**src/rtl/cphy_lane_seq_ctrl.sv**
```systemverilog
// Master-side C-PHY lane sequencer: LP line states for HS entry/exit and bus turnaround,
// with ownership of the TX timer enable/seed. Every output is registered.
module cphy_lane_seq_ctrl #(
  parameter int unsigned TRAIL_CYCLES = 20
) (
  input  logic       clk,
  input  logic       RstN,
  input  logic       HsReq,
  input  logic       TaReq,
  input  logic       BusReturn,
  input  logic       Timeout,
  output logic       TimerEn,
  output logic       TimerSeed,
  output logic [2:0] LpLevel,
  output logic       LpOe,
  output logic       HsEn,
  output logic       HsReady,
  output logic       TaDone,
  output logic       Busy,
  output logic [3:0] dbg_state
);

  typedef enum logic [3:0] {
    STOP      = 4'd0,
    HS_RQST   = 4'd1,
    HS_PREP   = 4'd2,
    HS_ACTIVE = 4'd3,
    HS_TRAIL  = 4'd4,
    TA_RQST   = 4'd5,
    TA_YIELD  = 4'd6,
    TA_GO     = 4'd7,
    RX_OWN    = 4'd8
  } state_t;

  localparam logic [7:0] TRAIL_LAST = 8'(TRAIL_CYCLES);

  state_t     state, state_nx;
  logic [1:0] rst_sync;
  logic       rst_n;
  logic [7:0] trail_cnt;
  logic       timeout_ok;
  logic       timed_nx;

  // Reset asserts asynchronously everywhere, releases two clk edges later.
  always_ff @(posedge clk or negedge RstN) begin
    if (!RstN) rst_sync <= 2'b00;
    else       rst_sync <= {rst_sync[0], 1'b1};
  end
  assign rst_n = rst_sync[1];

  // TimerEn is low on the first cycle of every timed state, so only a
  // Timeout from the freshly restarted timer can move the sequence on.
  assign timeout_ok = Timeout & TimerEn;

  always_comb begin
    state_nx = state;
    case (state)
      STOP: begin
        if (HsReq)      state_nx = HS_RQST;
        else if (TaReq) state_nx = TA_RQST;
      end
      HS_RQST: begin
        if (!HsReq)          state_nx = STOP;
        else if (timeout_ok) state_nx = HS_PREP;
      end
      HS_PREP: begin
        if (!HsReq)          state_nx = STOP;
        else if (timeout_ok) state_nx = HS_ACTIVE;
      end
      HS_ACTIVE: if (!HsReq) state_nx = HS_TRAIL;
      HS_TRAIL:  if (trail_cnt == TRAIL_LAST) state_nx = STOP;
      TA_RQST:   if (timeout_ok) state_nx = TA_YIELD;
      TA_YIELD:  if (timeout_ok) state_nx = TA_GO;
      TA_GO:     if (timeout_ok) state_nx = RX_OWN;
      RX_OWN:    if (BusReturn) state_nx = STOP;
      default:   state_nx = STOP;
    endcase
  end

  always_comb begin
    timed_nx = 1'b0;
    case (state_nx)
      HS_RQST, HS_PREP, TA_RQST, TA_YIELD, TA_GO: timed_nx = 1'b1;
      default: timed_nx = 1'b0;
    endcase
  end

  always_ff @(posedge clk or negedge rst_n) begin
    if (!rst_n) begin
      state     <= STOP;
      trail_cnt <= 8'd0;
    end else begin
      state <= state_nx;
      if (state_nx == HS_TRAIL)
        trail_cnt <= (state == HS_TRAIL) ? trail_cnt + 8'd1 : 8'd1;
      else
        trail_cnt <= 8'd0;
    end
  end

  // Outputs are decoded from the next state so they line up with the state register.
  always_ff @(posedge clk or negedge rst_n) begin
    if (!rst_n) begin
      LpLevel   <= 3'b111;
      LpOe      <= 1'b1;
      HsEn      <= 1'b0;
      HsReady   <= 1'b0;
      TimerEn   <= 1'b0;
      TimerSeed <= 1'b0;
      TaDone    <= 1'b0;
      Busy      <= 1'b0;
    end else begin
      case (state_nx)
        HS_RQST, TA_RQST:                     LpLevel <= 3'b001;
        HS_PREP, HS_ACTIVE, HS_TRAIL,
        TA_YIELD, TA_GO:                      LpLevel <= 3'b000;
        default:                              LpLevel <= 3'b111;
      endcase
      LpOe      <= (state_nx != RX_OWN);
      HsEn      <= (state_nx == HS_ACTIVE) || (state_nx == HS_TRAIL);
      HsReady   <= (state_nx == HS_ACTIVE);
      TimerSeed <= (state_nx == TA_GO);
      TimerEn   <= timed_nx && (state_nx == state);
      TaDone    <= (state_nx == RX_OWN) && (state != RX_OWN);
      Busy      <= (state_nx != STOP);
    end
  end

  assign dbg_state = state;

endmodule
```
**config.mk**
```make
export PLATFORM = sky130hd
export DESIGN_NAME = cphy_lane_seq_ctrl
export DESIGN_NICKNAME = d
export VERILOG_FILES = /design/src/rtl/cphy_lane_seq_ctrl.sv
export SDC_FILE = /design/constraint.sdc
export NUM_CORES = 1
export LEC_CHECK = 0
export ABC_AREA = 1
export BUFFER_PORTS_ARGS = -buffer_cell sky130_fd_sc_hd__buf_2
export CAP_MARGIN = 15
export CORE_MARGIN = 2
export CORE_UTILIZATION = 53
export CTS_CLUSTER_DIAMETER = 30
export CTS_CLUSTER_SIZE = 16
export DETAILED_ROUTE_END_ITERATION = 6
export GPL_ROUTABILITY_DRIVEN = 0
export HOLD_SLACK_MARGIN = 0.08
export PLACE_DENSITY = 0.75
export SKIP_LAST_GASP = 1
export SLEW_MARGIN = 25
export SYNTH_ARGS = -nofsm -noshare
export SYNTH_HDL_FRONTEND = slang
export SYNTH_SLANG_ARGS = --single-unit
```
**constraint.sdc**
```tcl
create_clock -name clk -period 0.96 [get_ports clk]
set_input_delay 0.192 -clock clk [delete_from_list [all_inputs] [get_ports clk]]
set_output_delay 0.192 -clock clk [all_outputs]
set_load 0.03 [all_outputs]
```
==> impl_metrics.toml, run 1 <==
[power_and_ir_drop]
power_leakage_nw = 1.108
peakVddDrop_v = 0.002287
cellPowerDensity_nw_per_um2 = 2926

[outcome]
violations = "setup timing"
status = "finished, violations left"

[sta]
fmax_mhz = 574.7
finalSetupTns_ns = -14.03
slew_violations = 0
period_minus_slack_ns = 1.740
rsz0062_at_grt = "yes"
fin_ws_ns = -0.7802
finalSetupViolCount = 35
skew_ns = 0.005781
period_share_pct = 181.3
hold_viol = 0

[flow_run]
max_cap_viol_count = 0

[logic_synthesis]
synth_common_cells = "inv_1, nand2_1, dfrtp_1"
yosys_register_bits = 23
syn_avg_cell_area_um2 = 8.212
synth-edff-count = 0
yosysWarningCount = 0
syn-cell-area_um2 = 1297
synth_top_area_share_pct = 38.57
synth_area_leaders = "dfrtp_1, inv_1, nand2_1"
postSynthCellCount = 158
synth_fp_nets = 166
ys_types = 26
synthArstFlopShare_pct = 100.0
yosys_most_used_dff = "dfrtp_1"
yosysTopAreaCell = "dfrtp_1"
ys_seq_area_share_pct = 44.65

[die]
rows = 17
initial_utilization_pct = 57.55
die_area_um2 = 2860
core_um2 = 2255
io_pins = 20
die_w_um = 53.48
die_h_um = 53.48

[layout]
n_antenna_cell = 0
synthToLayoutAreaGrowth_pct = 62.58
fin_cells = 253
stdcell_area_um2 = 2110
drive_gt1_share_pct = 60.44
num-nets-final = 234

[routing]
vias = 1458
vias_per_cell = 5.763
ant_nets = 0
drc = 0
routed_wl_um = 5121
wl_per_cell_um = 20.24
drt_first_pass_iters = 5
drtIter0Drc = 55

[cts]
cts_tree = "yes"
clockBufferDepth = 2
cts_buffers = 3
clk_latency_ns = 0.31
htree_num_levels = 1
clk_pin_slew_worst_paths_ns = 0.14
cts_sinks = 23
root_buffer = "clkbuf_4"

[global_routing]
grt-ovfl-total = 0
antenna_found_initial = 0
grt_max_degree = 22
grt.total_usage_pct = 28.28
grt_pass1_vias = 1279
grt_pass1_wl_um = 5630

[critical_path]
r2r_cells = 9
cp_data_required_time_ns = 1.19
cp-end-kind = "flop"
critPathLaunchType = "flop"
path_class = "flop to flop"
cp.arrival_ns = 1.97
crit_fanout = 8

[hold_path]
hold_class = "input pin to async pin"

[placement]
hpwl_um = 2265
dp_cells = 231
place_worst_setup_slack_ns = -0.4770
dpl_cell_area_um2 = 1638
portBuffers = 19
==> routing by layer <==
layer  vias to the layer above  GRT usage [%]  routed length (µm)
met2                        92          49.79                2711
met1                       720          32.68                1775
met3                        33          5.085                 327
met4                         0          13.25                 307
li1                        613              -                   -
met5                         -              0                   0
==> per-stage QoR <==
stage	util, %	power [W]	hold WS, ns
floorplan	-	0.003178	-0.1036
global placement	72.64	0.003945	-0.02343
detailed placement	72.64	0.004022	-0.01935
CTS	82.52	0.004892	0.1712
global route	93.56	0.006425	0.1552
finish	93.56	0.006172	0.1833
==> state kept, by name, summed over array words and instances, names as in the netlist <==
| register | cells |
|---|---|
| TimerSeed | 1 |
| LpOe | 1 |
| HsReady | 1 |
| HsEn | 1 |
| dbg_state | 4 |
| rst_sync | 2 |
| trail_cnt | 8 |
| TimerEn | 1 |
| LpLevel | 2 |
| Busy | 1 |
| TaDone | 1 |
==> timing repair <==
| action | in CTS | in global routing |
|---|---|---|
| setup endpoints to repair | 35 | 35 |
| setup buffers | 8 | 13 |
| gates resized for setup | 41 | 44 |
| hold endpoints to repair | 2 | 0 |
| pin swaps | 4 | 17 |
| hold buffers | 1 | 0 |
==> report_power, final <==
group / switching, W / leakage (nW) / internal, W / total (W)
clock network: 0.000304 / 0.0150 / 0.000162 / 0.000465
logic: 0.00238 / 0.810 / 0.00182 / 0.00420
registers: 0.000279 / 0.283 / 0.00123 / 0.00151
==> critical path, stage by stage, from the launching register on <==
cell	delay, ns
dfrtp_2	0.51
nor2_4	0.23
nand2_1	0.09
nor2_1	0.17
nor2_1	0.08
nand3_1	0.11
nand2_1	0.10
nor2_1	0.14
nand2_1	0.06
nor2_1	0.16
==> cells in the final DEF, fill, tap and decap left out, types with 2 or more instances in the layout <==
master / n
nor3_1: 2
inv_1: 18
nand3_1: 7
dfrtp_1: 15
nor2_2: 7
buf_2: 5
a21oi_1: 3
buf_4: 30
inv_2: 12
nand2_1: 19
ha_4: 2
dfrtp_2: 5
nand3_2: 3
nand2_4: 8
buf_6: 29
clkbuf_4: 3
nand4_1: 4
nor2_4: 10
dfstp_2: 3
nor2_1: 11
nand2_2: 11
xor2_1: 3
nand3_4: 3
==> kinds of logic (layout without fill, tap and decap cells) <==
logic type	Yosys count	after routing	share of synthesized area, %
buffers and inverters	34	101	10.70
other	1	1	0.2890
AND/OR/NAND/NOR	87	87	36.07
adder cells (fa/ha/maj)	2	2	1.928
AO/OA/AOI/OAI	6	6	2.990
flip-flops	23	23	44.65
XOR/XNOR	5	5	3.376
==> cell type report <==
| cell class | count | area (µm²) |
|---|---|---|
| tap | 28 | 35.03 |
| clock buffer | 4 | 26.28 |
| fill | 72 | 145.1 |
| sequential | 23 | 585.6 |
| multi-input combinational | 101 | 753.2 |
| timing repair buffer | 65 | 586.8 |
| inverter | 32 | 122.6 |
==> worst paths after layout <==
check | start | to | slack [ns]
max | dbg_state[0] | TimerEn | -0.78
min | RstN | rst_sync[0] | 0.18
max reg2reg | dbg_state[0] | TimerEn | -0.78
min reg2reg | rst_sync[1] | TimerEn | 0.23
max in group asynchronous | rst_sync[1] | LpLevel[0] | 0.45
min in group clk | rst_sync[0] | rst_sync[1] | 0.39
Power figures use the tool's default switching activity.
==> run 2, diff against run 1 <==
Settings changed: ABC_AREA 1 to unset, CORE_UTILIZATION 53 to 52, PLACE_DENSITY 0.75 to 0.76.
==> run 2 against run 1 <==
  * The run still ends with setup timing left
  * Sequential power about the same
  * Total power down 0.82%
  * Routed wire length grew 1.3%
  * Largest cell class is now buffers
  * Maximum frequency down 11%
==> impl_metrics.toml, run 2 <==
[routing]
drt_first_pass_iters = 4
routed_wl_um = 5190
drc = 0
vias = 1214
drtIter0Drc = 90
vias_per_cell = 6.389
ant_nets = 0
wl_per_cell_um = 27.32

[logic_synthesis]
ys_types = 39
synth_common_cells = "dfrtp_1, nor2_1, nand3_1"
yosys_register_bits = 23
yosysWarningCount = 0
yosys_most_used_dff = "dfrtp_1"
synthArstFlopShare_pct = 100.0
synth_top_area_share_pct = 48.43
syn_avg_cell_area_um2 = 11.11
synth_fp_nets = 101
synth_area_leaders = "dfrtp_1, dfstp_2, nor2_1"
ys_seq_area_share_pct = 56.05
syn-cell-area_um2 = 1033
synth_most_common_cell = "dfrtp_1"
postSynthCellCount = 93
yosysTopAreaCell = "dfrtp_1"
synth-edff-count = 0

[cts]
cts_tree = "yes"
clk_latency_ns = 0.33
htree_num_levels = 1
root_buffer = "clkbuf_4"
cts_buffers = 3
clk_pin_slew_worst_paths_ns = 0.14
clockBufferDepth = 2
cts_sinks = 23

[global_routing]
grt_max_degree = 22
grt_pass1_wl_um = 5692
grt_pass1_vias = 1101
antenna_found_initial = 0
grt.total_usage_pct = 32.98
grt-ovfl-total = 0

[outcome]
violations = "setup timing"
status = "finished, violations left"

[power_and_ir_drop]
power_w = 0.006121
p_switching_w = 0.002648
power_leakage_nw = 0.8970
cellPowerDensity_nw_per_um2 = 3339
seqPwrFrac_pct = 25.2
p_sw_share_pct = 43.25
internal_power_w = 0.003474
clockPowerShare_pct = 8.0
peakVddDrop_v = 0.003041
combPwrFrac_pct = 66.7

[critical_path]
r2r_cells = 6
worstReg2RegEnd = "Busy"
path_class = "flop to flop"
crit_path_end = "Busy"
cp.arrival_ns = 2.18
crit_fanout = 2
r2r_slack_ns = -1.0
cp.depth = 6
cp_data_required_time_ns = 1.18
timing.rr.start = "trail_cnt[0]"
crit_family = "simple AND/OR/NAND/NOR gates"
worst-path-buf-inv = 1
critPathLaunchType = "flop"
cpPeakStageDelay_ns = 0.53
crit_chain = "inv_1 > ha_1 > nand3b_1 > o211ai_4 > nand2_2 > or4_4"
cp-startpoint = "trail_cnt[0]"
crit_slowest_cell = "or4_4"
cp-end-kind = "flop"

[sta]
finalSetupViolCount = 35
finalSetupTns_ns = -17.70
skew_ns = 0.008313
fmax_mhz = 511.2
hold_ws_ns = 0.1614
hold_viol = 0
period_minus_slack_ns = 1.956
rsz0062_at_grt = "yes"
slew_violations = 0
fin_ws_ns = -0.9962
period_share_pct = 203.8

[placement]
hpwl_um = 1935
dpl_cell_area_um2 = 1438
portBuffers = 19
dp_cells = 169

[die]
die_h_um = 48.58
io_pins = 20
core_um2 = 1922
die_area_um2 = 2360
rows = 16
die_w_um = 48.58
initial_utilization_pct = 53.78

[layout]
final-seq-area_um2 = 585.6
fin_cells = 190
largest_reg_flops = 8
stdcell_area_um2 = 1833
fillCellCount = 47
n_antenna_cell = 0
synthToLayoutAreaGrowth_pct = 77.36
num-nets-final = 172
mostFrequentLayoutCell = "buf_6"
drive_gt1_share_pct = 65.64
top_register = "trail_cnt"
mostFrequentLayoutCells = "buf_6, buf_4, dfrtp_1"
multi_input_area_um2 = 536.8

[hold_path]
hold_class = "input pin to async pin"

[flow_run]
max_cap_viol_count = 0
run 2: changes by cell type after synthesis, sizes merged, moves of 3 or more:
cell	change
and3	+5
inv	-25
nand2	-36
nand3	-7
nand4	-3
nor2	-16
run 2: worst min-delay path by stage:
stage | startpoint | to | slack [ns] | cells past startpoint
3_3_place_gp | RstN | rst_sync[1] | -0.02 | 1
6_report | RstN | rst_sync[0] | 0.16 | 2
5_1_grt | RstN | rst_sync[0] | 0.18 | 2
3_5_place_dp | RstN | rst_sync[0] | -0.02 | 1
4_1_cts | RstN | rst_sync[0] | 0.18 | 2
2_1_floorplan | RstN | rst_sync[0] | -0.10 | 0
run 2: cells by family (layout without fill, tap and decap cells):
kind of cell / after synthesis / in the layout / synth area share, %
AO/OA/AOI/OAI: 13 / 13 / 11.14
buffers and inverters: 9 / 79 / 3.752
adder cells (fa/ha/maj): 2 / 2 / 2.421
other: 1 / 1 / 0.3628
flip-flops: 23 / 23 / 56.05
AND/OR/NAND/NOR: 39 / 39 / 21.19
XOR/XNOR: 6 / 6 / 5.085
run 2: through the flow:
stage / setup WS [ns] / utilization [%]
finish: -0.9962 / 95.38
global route: -1.017 / 95.38
CTS: -0.8642 / 88.22
detailed placement: -0.8873 / 74.80
global placement: -0.8562 / 74.80
floorplan: -1.068 / -
run 2: what timing repair did:
item                                   CTS  global route
pin swaps                               15             7
buffers inserted                        13            11
hold buffers                             1             0
setup endpoints to repair               35            35
gates resized for setup                 46            20
endpoints found under the hold margin    2             0
run 2: area by class of cell:
type	instances	area share (%)
flip-flops and latches	23	31.95
repair buffers	69	34.27
clock buffers	4	1.433
well taps	27	1.843
inverters	6	1.229
multi-input cells	61	29.28
run 2: power groups by stage:
stage	Sequential (W)	Combinational (W)	Clock (W)
after floorplan	0.00185	0.00103	0
after global placement	0.00143	0.00235	0
after detailed placement	0.00145	0.00242	0
after CTS	0.00148	0.00315	0.000444
after global routing	0.00156	0.00418	0.000530
final	0.00154	0.00409	0.000493
run 2: worst reg2reg max path: cells and delay by family, from the launching register on:
kind            cells  cell delay [ns]
buf+inv             1             0.10
compound gates      1             0.28
flops               1             0.43
fa+ha+maj           1             0.19
simple gates        3             0.86
run 2: per-layer routing:
| metal | vias up | wire length, µm | global-route usage [%] |
|---|---|---|---|
| li1 | 465 | - | - |
| met1 | 561 | 1649 | 39.67 |
| met2 | 133 | 2406 | 57.64 |
| met3 | 55 | 599 | 4.630 |
| met4 | 0 | 535 | 17.14 |
| met5 | - | 0 | 0 |
